**config.mk**
```make
export PLATFORM = sky130hd
export DESIGN_NAME = multi_cycle_processor
export DESIGN_NICKNAME = d
export VERILOG_FILES = /design/src/rtl/multi_cycle_processor.sv
export SDC_FILE = /design/constraint.sdc
export NUM_CORES = 2
export LEC_CHECK = 0
export BUFFER_PORTS_ARGS = -buffer_cell sky130_fd_sc_hd__buf_2
export CAP_MARGIN = 10
export CORE_MARGIN = 2
export CORE_UTILIZATION = 60
export DETAILED_ROUTE_END_ITERATION = 7
export PLACE_DENSITY_LB_ADDON = 0.3
export REMOVE_ABC_BUFFERS = 1
export SLEW_MARGIN = 20
export SYNTH_ARGS = -nofsm -noshare
export SYNTH_HDL_FRONTEND = slang
export SYNTH_SLANG_ARGS = --single-unit
```
**constraint.sdc**
```tcl
create_clock -name clk -period 3.77 [get_ports clk]
set_input_delay 0.1885 -clock clk [delete_from_list [all_inputs] [get_ports clk]]
set_output_delay 0.1885 -clock clk [all_outputs]
set_load 0.01 [all_outputs]
```
**src/rtl/multi_cycle_processor.sv**
```systemverilog
// Multi-cycle MIPS subset core with one shared memory port and a ready handshake.
// Each instruction walks FETCH/DECODE/EXEC/MEM/WB. Illegal or misaligned work parks the core in HALT.
module multi_cycle_processor #(
    parameter logic [31:0] RESET_PC = 32'h0000_0000,
    parameter int          ADDR_W   = 32
) (
    input  logic              clk,
    input  logic              rst_n,
    output logic              mem_req,
    output logic              mem_we,
    output logic [ADDR_W-1:0] mem_addr,
    output logic [31:0]       mem_wdata,
    input  logic [31:0]       mem_rdata,
    input  logic              mem_ready,
    output logic [ADDR_W-1:0] pc_out,
    output logic              retire,
    output logic              halted
);

    localparam logic [2:0] S_FETCH  = 3'd0;
    localparam logic [2:0] S_DECODE = 3'd1;
    localparam logic [2:0] S_EXEC   = 3'd2;
    localparam logic [2:0] S_MEM    = 3'd3;
    localparam logic [2:0] S_WB     = 3'd4;
    localparam logic [2:0] S_HALT   = 3'd5;

    localparam logic [5:0] OP_RTYPE = 6'b000000;
    localparam logic [5:0] OP_ADDI  = 6'b001000;
    localparam logic [5:0] OP_LW    = 6'b100011;
    localparam logic [5:0] OP_SW    = 6'b101011;
    localparam logic [5:0] OP_BEQ   = 6'b000100;
    localparam logic [5:0] OP_J     = 6'b000010;

    localparam logic [5:0] F_ADD = 6'b100000;
    localparam logic [5:0] F_SUB = 6'b100010;
    localparam logic [5:0] F_AND = 6'b100100;
    localparam logic [5:0] F_OR  = 6'b100101;
    localparam logic [5:0] F_SLT = 6'b101010;

    logic [2:0]        stateReg, stateNext;
    logic [31:0]       pcReg, pcNext;
    logic [31:0]       irReg, irNext;
    logic [31:0]       aReg, aNext;
    logic [31:0]       bReg, bNext;
    logic [31:0]       targetReg, targetNext;
    logic [31:0]       aluOutReg, aluOutNext;
    logic [31:0]       mdrReg, mdrNext;
    logic              memReqReg, memReqNext;
    logic              memWeReg, memWeNext;
    logic [ADDR_W-1:0] memAddrReg, memAddrNext;
    logic [31:0]       memWdataReg, memWdataNext;

    logic [31:0] regFile [32];
    logic        regWe;
    logic [4:0]  regWaddr;
    logic [31:0] regWdata;

    logic [5:0]  opcode, funct;
    logic [4:0]  rs, rt, rd;
    logic [31:0] immSext, rsVal, rtVal, aluResult;
    logic        isRType, legalOp, enterFetch, handshake;

    assign opcode    = irReg[31:26];
    assign rs        = irReg[25:21];
    assign rt        = irReg[20:16];
    assign rd        = irReg[15:11];
    assign funct     = irReg[5:0];
    assign immSext   = {{16{irReg[15]}}, irReg[15:0]};
    assign isRType   = (opcode == OP_RTYPE);
    assign rsVal     = (rs == 5'd0) ? 32'd0 : regFile[rs];
    assign rtVal     = (rt == 5'd0) ? 32'd0 : regFile[rt];
    assign handshake = memReqReg && mem_ready;

    always_comb begin
        case (opcode)
            OP_RTYPE: legalOp = funct inside {F_ADD, F_SUB, F_AND, F_OR, F_SLT};
            OP_ADDI, OP_LW, OP_SW, OP_BEQ, OP_J: legalOp = 1'b1;
            default: legalOp = 1'b0;
        endcase
    end

    // Non-R-type users of the ALU (addi/lw/sw) all want A + sext(imm).
    always_comb begin
        aluResult = aReg + immSext;
        if (isRType) begin
            case (funct)
                F_SUB:   aluResult = aReg - bReg;
                F_AND:   aluResult = aReg & bReg;
                F_OR:    aluResult = aReg | bReg;
                F_SLT:   aluResult = {31'd0, $signed(aReg) < $signed(bReg)};
                default: aluResult = aReg + bReg;
            endcase
        end
    end

    always_comb begin
        stateNext    = stateReg;
        pcNext       = pcReg;
        irNext       = irReg;
        aNext        = aReg;
        bNext        = bReg;
        targetNext   = targetReg;
        aluOutNext   = aluOutReg;
        mdrNext      = mdrReg;
        memReqNext   = memReqReg;
        memWeNext    = memWeReg;
        memAddrNext  = memAddrReg;
        memWdataNext = memWdataReg;
        regWe        = 1'b0;
        regWaddr     = isRType ? rd : rt;
        regWdata     = (opcode == OP_LW) ? mdrReg : aluOutReg;
        retire       = 1'b0;
        enterFetch   = 1'b0;
        case (stateReg)
            S_FETCH: begin
                if (!memReqReg) begin
                    memReqNext = 1'b1;   // idle cycle right after reset
                end else if (handshake) begin
                    irNext     = mem_rdata;
                    pcNext     = pcReg + 32'd4;
                    stateNext  = S_DECODE;
                    memReqNext = 1'b0;
                end
            end
            S_DECODE: begin
                aNext      = rsVal;
                bNext      = rtVal;
                targetNext = pcReg + (immSext << 2);
                if (opcode == OP_J) begin
                    pcNext     = {pcReg[31:28], irReg[25:0], 2'b00};
                    retire     = 1'b1;
                    enterFetch = 1'b1;
                end else if (!legalOp) begin
                    stateNext = S_HALT;
                end else begin
                    stateNext = S_EXEC;
                end
            end
            S_EXEC: begin
                aluOutNext = aluResult;
                if (opcode == OP_BEQ) begin
                    if (aReg == bReg) pcNext = targetReg;
                    retire     = 1'b1;
                    enterFetch = 1'b1;
                end else if (opcode == OP_LW || opcode == OP_SW) begin
                    if (aluResult[1:0] != 2'b00) begin
                        stateNext = S_HALT;
                    end else begin
                        stateNext    = S_MEM;
                        memReqNext   = 1'b1;
                        memWeNext    = (opcode == OP_SW);
                        memAddrNext  = aluResult[ADDR_W-1:0];
                        memWdataNext = (opcode == OP_SW) ? bReg : 32'd0;
                    end
                end else begin
                    stateNext = S_WB;
                end
            end
            S_MEM: begin
                if (handshake) begin
                    if (opcode == OP_SW) begin
                        retire     = 1'b1;
                        enterFetch = 1'b1;
                    end else begin
                        mdrNext    = mem_rdata;
                        stateNext  = S_WB;
                        memReqNext = 1'b0;
                    end
                end
            end
            S_WB: begin
                regWe      = 1'b1;
                retire     = 1'b1;
                enterFetch = 1'b1;
            end
            S_HALT: begin
                memReqNext   = 1'b0;
                memWeNext    = 1'b0;
                memWdataNext = 32'd0;
            end
            default: stateNext = S_HALT;
        endcase
        // Fetch request is issued in the same edge that leaves the finishing state.
        if (enterFetch) begin
            stateNext    = S_FETCH;
            memReqNext   = 1'b1;
            memWeNext    = 1'b0;
            memAddrNext  = pcNext[ADDR_W-1:0];
            memWdataNext = 32'd0;
        end
    end

    always_ff @(posedge clk or negedge rst_n) begin
        if (!rst_n) begin
            stateReg    <= S_FETCH;
            pcReg       <= RESET_PC;
            irReg       <= 32'd0;
            aReg        <= 32'd0;
            bReg        <= 32'd0;
            targetReg   <= 32'd0;
            aluOutReg   <= 32'd0;
            mdrReg      <= 32'd0;
            memReqReg   <= 1'b0;
            memWeReg    <= 1'b0;
            memAddrReg  <= RESET_PC[ADDR_W-1:0];
            memWdataReg <= 32'd0;
        end else begin
            stateReg    <= stateNext;
            pcReg       <= pcNext;
            irReg       <= irNext;
            aReg        <= aNext;
            bReg        <= bNext;
            targetReg   <= targetNext;
            aluOutReg   <= aluOutNext;
            mdrReg      <= mdrNext;
            memReqReg   <= memReqNext;
            memWeReg    <= memWeNext;
            memAddrReg  <= memAddrNext;
            memWdataReg <= memWdataNext;
        end
    end

    always_ff @(posedge clk or negedge rst_n) begin
        if (!rst_n) begin
            for (int i = 0; i < 32; i++) regFile[i] <= 32'd0;
        end else if (regWe && regWaddr != 5'd0) begin
            regFile[regWaddr] <= regWdata;
        end
    end

    assign mem_req   = memReqReg;
    assign mem_we    = memWeReg;
    assign mem_addr  = memAddrReg;
    assign mem_wdata = memWdataReg;
    assign halted    = (stateReg == S_HALT);
    // Outside FETCH the PC already points past the instruction in flight.
    assign pc_out    = (stateReg == S_FETCH) ? pcReg[ADDR_W-1:0]
                                             : pcReg[ADDR_W-1:0] - ADDR_W'(4);

endmodule

```
## Word-level counts from Yosys, hierarchy flattened

Index checks and enable logic that the tools add are counted.

| word-level totals | value |
|---|---|
| bits in registers | 1,317 |
| latch bits | 0 |
| RAM bits | 0 |
| ROM bits | 0 |
| word-level logic and storage cells | 176 |
| memories | 0 |

| operators by class | value |
|---|---|
| add/subtract/negate cells | 6 |
| multiply operators | 0 |
| divide/modulo/power cells | 0 |
| magnitude comparators | 5 |
| equality and inequality tests | 27 |
| shift-type cells | 0 |
| mux-type cells | 65 |
| bitwise operators | 6 |
| reductions and logical operators | 23 |

Operator list:

| kind | number |
|---|---|
| $bwmux 1024 | 1 |
| $mux 32 | 24 |
| $bmux 32 s5 | 2 |
| $demux 32 s5 | 1 |
| $pmux 32 s4 | 1 |
| $add 32x32->32 | 3 |
| $pmux 32 s3 | 1 |
| $pmux 32 s2 | 1 |
| $eq 6x6->1 const B | 7 |
| $add 32x3->32 const B | 1 |
| $and 32x32->32 | 1 |
| $eq 32x32->1 | 1 |
| $lt 32x32->1 | 1 |
| $or 32x32->32 | 1 |
| $sub 32x3->32 const B | 1 |
| $sub 32x32->32 | 1 |
| $mux 3 | 10 |
| $mux 28 | 1 |
| $ne 3x3->1 const B | 8 |
| $ge 6x6->1 const B | 3 |
| $not 5->6 | 3 |
| $mux 1 | 17 |
| $pmux 3 s5 | 1 |
| $reduce_bool 5->1 | 3 |
| 26 further kinds | 38 |

## Logic depth before layout (Yosys ltp)

| logic depth | value |
|---|---|
| depth after elaboration | 9 |
| depth in mapped cells | 16 |
| gate-level depth less buffers | 13 |

## Least setup slack after synthesis

No wires, ideal clock.

| timing | value |
|---|---|
| path type | reg2reg |
| start point | register aReg[27] |
| end point | register memAddrReg[25] (netlist: mem_addr[25]) |
| library setup time | 0.133 ns |
| data arrival time | 3.233 ns |
| path slack | 0.404 ns |
| cell stages (with the launch flop) | 13 |
| buffers on the path | 1 |
| cells stage by stage | dfrtp_1 > inv_1 > ha_1 > buf_6 > nor4_4 > nand4_2 > or4_4 > nor4_4 > mux2_4 > a2111oi_2 > a211oi_2 > nand2_1 > o211ai_2 |

| between the ends | value |
|---|---|
| elaborated cells between the ends (all ways) | 11 |
| classes of those cells | 1 x order compare; 2 x eq/ne; 6 x mux; 2 x reduce/logical |

RTL lines:

| element | RTL line | RTL |
|---|---|---|
| start, declared | 43 | `logic [31:0] aReg, aNext;` |
| start signal, assigned | 211 | `aReg <= aNext;` |
| $eq 32x32->1 | 142 | `if (aReg == bReg) pcNext = targetReg;` |
| $mux 32 | 142 |  |
| $mux 32 | 141 | `if (opcode == OP_BEQ) begin` |
| $pmux 32 s3 | 114 | `case (stateReg)` |
| named net pcNext[25] | 41 | `logic [31:0] pcReg, pcNext;` |
| $mux 32 | 184 | `if (enterFetch) begin` |
| end signal, assigned | 205 | `memAddrReg <= RESET_PC[ADDR_W-1:0];` |
| end signal, assigned | 218 | `memAddrReg <= memAddrNext;` |
| end, declared | 50 | `logic [ADDR_W-1:0] memAddrReg, memAddrNext;` |

The timed path passes the listed nets, and every way through them passes these cells.
A chain may end at the register's enable or synchronous reset.

## Worst setup path after layout

| timing | value |
|---|---|
| start point | register aReg[2] |
| end point | register aluOutReg[27] |

| between the ends | value |
|---|---|
| cells in the longest elaborated chain, start to end | 3 |
| elaborated cells between the ends (all ways) | 5 |
| classes of those cells | 3 x add/sub; 2 x mux |

RTL lines:

| element | RTL line | RTL |
|---|---|---|
| $add 32x32->32 or $sub 32x32->32 (tied branches) | 91, 87 |  |
| $pmux 32 s4 | 86 | `case (funct)` |
| $mux 32 (*) | 85 | `if (isRType) begin` |
| end signal, assigned | 214 | `aluOutReg <= aluOutNext;` |
| end, declared | 46 | `logic [31:0] aluOutReg, aluOutNext;` |

Mark *: on every way between the ends. The rest lies on a longest branch, timed or not.

==> impl_metrics.csv <==
group,metric,value,unit
synth,yosys.area.top_type_share,0.449,
route,drc,0,
sta,post-route-min-period,3.65,ns
pwr,p_leak,35.5,nW
setup_path,required,4.41,ns
global_route,grt_usage,0.410,
clocking,cts_buffer_depth,3,
clocking,cts_max_level,4,
setup_path,crit_path_top_delay_cell,"or3_1",
clocking,tritoncts,"done",
floorplan,die_h,354,µm
synth,synth_seq_area_share,0.449,
synth,ys_async_sr_fraction,1.00,
placed_design,globalplace.congestion,1.03,
setup_path,critPathMaxStageDelay,0.47,ns
sta,whs,0.0970,ns
outcome,outcome,"complete, no violations",
placed_design,place_area,0.0779,mm²
clocking,cts_sinks,1317,
pwr,sw_frac_of_total,0.221,
job,cap_violations,0,
synth,synth_cells,6818,
layout,syn2layout_area_growth,13.6,%
setup_path,path_cells,"inv_1 > ha_1 > o211ai_1 > o211a_1 > or3_1 > a211oi_1 > o21ai_1 > o311ai_2 > buf_4 > o221ai_1 > a221oi_1 > o31ai_1",
floorplan,start_util,0.604,
layout,fin_area,0.0834,mm²
synth,synth-main-ff-cell,"dfrtp_1",
global_route,antenna_found_initial,8,
pwr,p_int,0.0231,W
setup_path,cp_data_arrival_time,4.29,ns
floorplan,io_pins,135,
route,wl_per_cell,29.6,µm
clocking,root_buffer,"clkbuf_16",
synth,synth_area_leaders,"dfrtp_1 (45%), mux4_2 (19%), o21ai_0 (4.8%)",
pwr,power.sequential.fraction,0.477,
sta,tightestPinTransition,1.07,ns
sta,maxSlewViolCount,0,
sta,clock.fmax,274,MHz
hold_path,hold_path.class,"in2async",
clocking,numCtsBuffers,144,
global_route,grt_pass1_vias,60300,
route,vias,60100,
setup_path,crit_type,"reg2reg",
pwr,vdd_ir_drop_max,0.000447,V
route,wl_met3,32.0,mm
route,first_iter_violations,7556,
sta,period_share,0.967,
floorplan,coreArea,0.122,mm²
floorplan,die_area,0.125,mm²
placed_design,port_buffers,134,
setup_path,start_kind,"flop",
layout,layout.nets,7050,
setup_path,path_buf_inv,2,
route,dr_wl_met2,114,mm
layout,drive_above_1_share,0.231,
sta,clock_skew,0.0344,ns
sta,slew_headroom,0.284,
pwr,power.density,356,mW/mm²
sta,setup_viol,0,
clocking,clk_pin_slew,0.06,ns
synth,yosysWarnings,0,
pwr,comb_power_share,0.013,
route,drt_first_pass_iters,6,
pwr,power.net_switching,0.00656,W
route,highest_layer,"met5",
sta,hold_viol,0,
synth,synth-edff-count,0,
global_route,grt_max_degree,120,
route,drt-met1-wl,93.3,mm
synth,synth_area,0.0734,mm²
setup_path,cp_top_family,"compound AO/OA/AOI/OAI gates",
floorplan,num_rows,128,
pwr,p_clk_frac,0.510,
global_route,grt_first_pass_wirelength,382,mm
route,drtAntennaViolNets,0,
route,drt-total-wl,255,mm
floorplan,fp.dieW,354,µm
clocking,clkLatencyLatePin,0.81,ns
placed_design,dp_hpwl,168,mm
global_route,overflow,0,
synth,ys_seq_elements,1317,
synth,avgSynthCellArea,10.8,µm²
synth,synthDistinctLibCells,98,
sta,rsz0062_at_grt,"true",
synth,synth_top_area_cell,"dfrtp_1",
setup_path,setup.worst_path.end_class,"flop",
setup_path,cp_max_fo,4,
route,vias_per_cell,6.99,
[metrics by stage]
stage | setup slack [ns] | TNS, ns | total power [W] | cells | util
floorplan | -10.98 | -8638.44 | 0.0144 | 6177 | -
global placement | 0.131 | 0 | 0.0148 | 8298 | 0.641
detailed placement | 0.108 | 0 | 0.0148 | 8298 | 0.641
CTS | 0.0614 | 0 | 0.0297 | 8596 | 0.685
global route | -0.00144 | -0.00147 | 0.0304 | 8596 | 0.686
finish | 0.124 | 0 | 0.0297 | 8598 | 0.686
[layout by cell type, fill, tap and decap left out, types with 27 or more instances in the layout]
| cell type | instances |
|---|---|
| o32ai_1 | 27 |
| nand3_1 | 49 |
| nor3_1 | 41 |
| xor2_1 | 35 |
| clkbuf_16 | 147 |
| mux2i_2 | 32 |
| buf_12 | 91 |
| xnor2_1 | 50 |
| nor2b_1 | 35 |
| o22ai_1 | 90 |
| clkbuf_8 | 33 |
| buf_4 | 271 |
| mux2i_1 | 99 |
| nor2_1 | 643 |
| a21oi_1 | 656 |
| a211oi_1 | 31 |
| ha_1 | 158 |
| mux2_2 | 116 |
| inv_1 | 149 |
| o211ai_1 | 31 |
| a21o_1 | 41 |
| o21ai_0 | 694 |
| nand2_1 | 753 |
| mux4_2 | 608 |
| dfrtp_1 | 1305 |
| dlygate4sd3_1 | 34 |
| buf_2 | 133 |
| a22o_1 | 36 |
[logic make-up after synthesis]
| kind of cell | Yosys count | share of synthesized area |
|---|---|---|
| buffers and inverters | 790 | 0.0422 |
| AOI/OAI and AO/OA | 1877 | 0.149 |
| and+or+nand+nor | 1731 | 0.0993 |
| adders and majority gates | 162 | 0.0280 |
| xor gates and xnor gates | 85 | 0.0101 |
| DFF | 1317 | 0.449 |
| muxes | 856 | 0.222 |
[path summary, 6_finish.rpt]
kind,end,slack [ns],start,cells past startpoint
min in group clk,mdrReg[9],0.20,mem_rdata[9],3
max in group asynchronous,irReg[22],2.51,rst_n,3
max reg2reg,aluOutReg[27],0.12,aReg[2],12
max,aluOutReg[27],0.12,aReg[2],12
min,regFile[496],0.1,rst_n,2
min reg2reg,regFile[1005],0.39,regFile[1005],0
[state kept, by name (all words and copies together), names as in the netlist]
register and cells:
bReg 32, pcReg 32, targetReg 32, stateReg 3, aReg 32, mem_wdata 32
regFile 1024, mem_we 1, mem_req 1, aluOutReg 32, mdrReg 32, irReg 32
mem_addr 32
[cells in the mapped netlist, drive strengths merged (24+ instances only)]
cell / n
ha: 158
nand2: 769
a21o: 41
xnor2: 50
clkbuf: 509
o211ai: 32
dfrtp: 1317
a211oi: 33
nor3: 48
o21ai: 711
a22o: 36
nor2: 659
mux2: 117
nand3: 55
mux2i: 131
buf: 132
o22ai: 90
and3: 24
inv: 149
nor2b: 35
a21oi: 662
nand2b: 25
o32ai: 27
xor2: 35
mux4: 608
[layer usage]
metal  vias up  GRT usage
met5         -          0
met4         8      0.215
met3       971      0.126
met2      4148      0.613
met1     30000      0.545
li1      25000          -
[repair_timing]
action | in CTS | in global routing
endpoints found under the hold margin | 311 | 0
buffers inserted | 0 | 0
hold buffers | 34 | 0
endpoints found under the setup margin | 6 | 49
pin swaps | 0 | 2
resized for setup | 5 | 19
[power by group through the flow]
stage	clock [W]	sequential (W)	combinational, W
finish	0.0151	0.0141	0.000399
global route	0.0158	0.0141	0.000455
CTS	0.0152	0.0141	0.000411
detailed placement	0	0.0144	0.000381
global placement	0	0.0144	0.000377
floorplan	0	0.0144	0.000000633
[cell type report]
cell class / count / area, µm²
Antenna cell: 2 / 5.00
Clock inverter: 61 / 821
Fill cell: 8513 / 38200
Multi-Input combinational cell: 4711 / 37900
Timing Repair Buffer: 530 / 4870
Tap cell: 1625 / 2030
Sequential cell: 1317 / 33000
Clock buffer: 203 / 4220
Inverter: 149 / 559
Power figures use the tool's default switching activity.
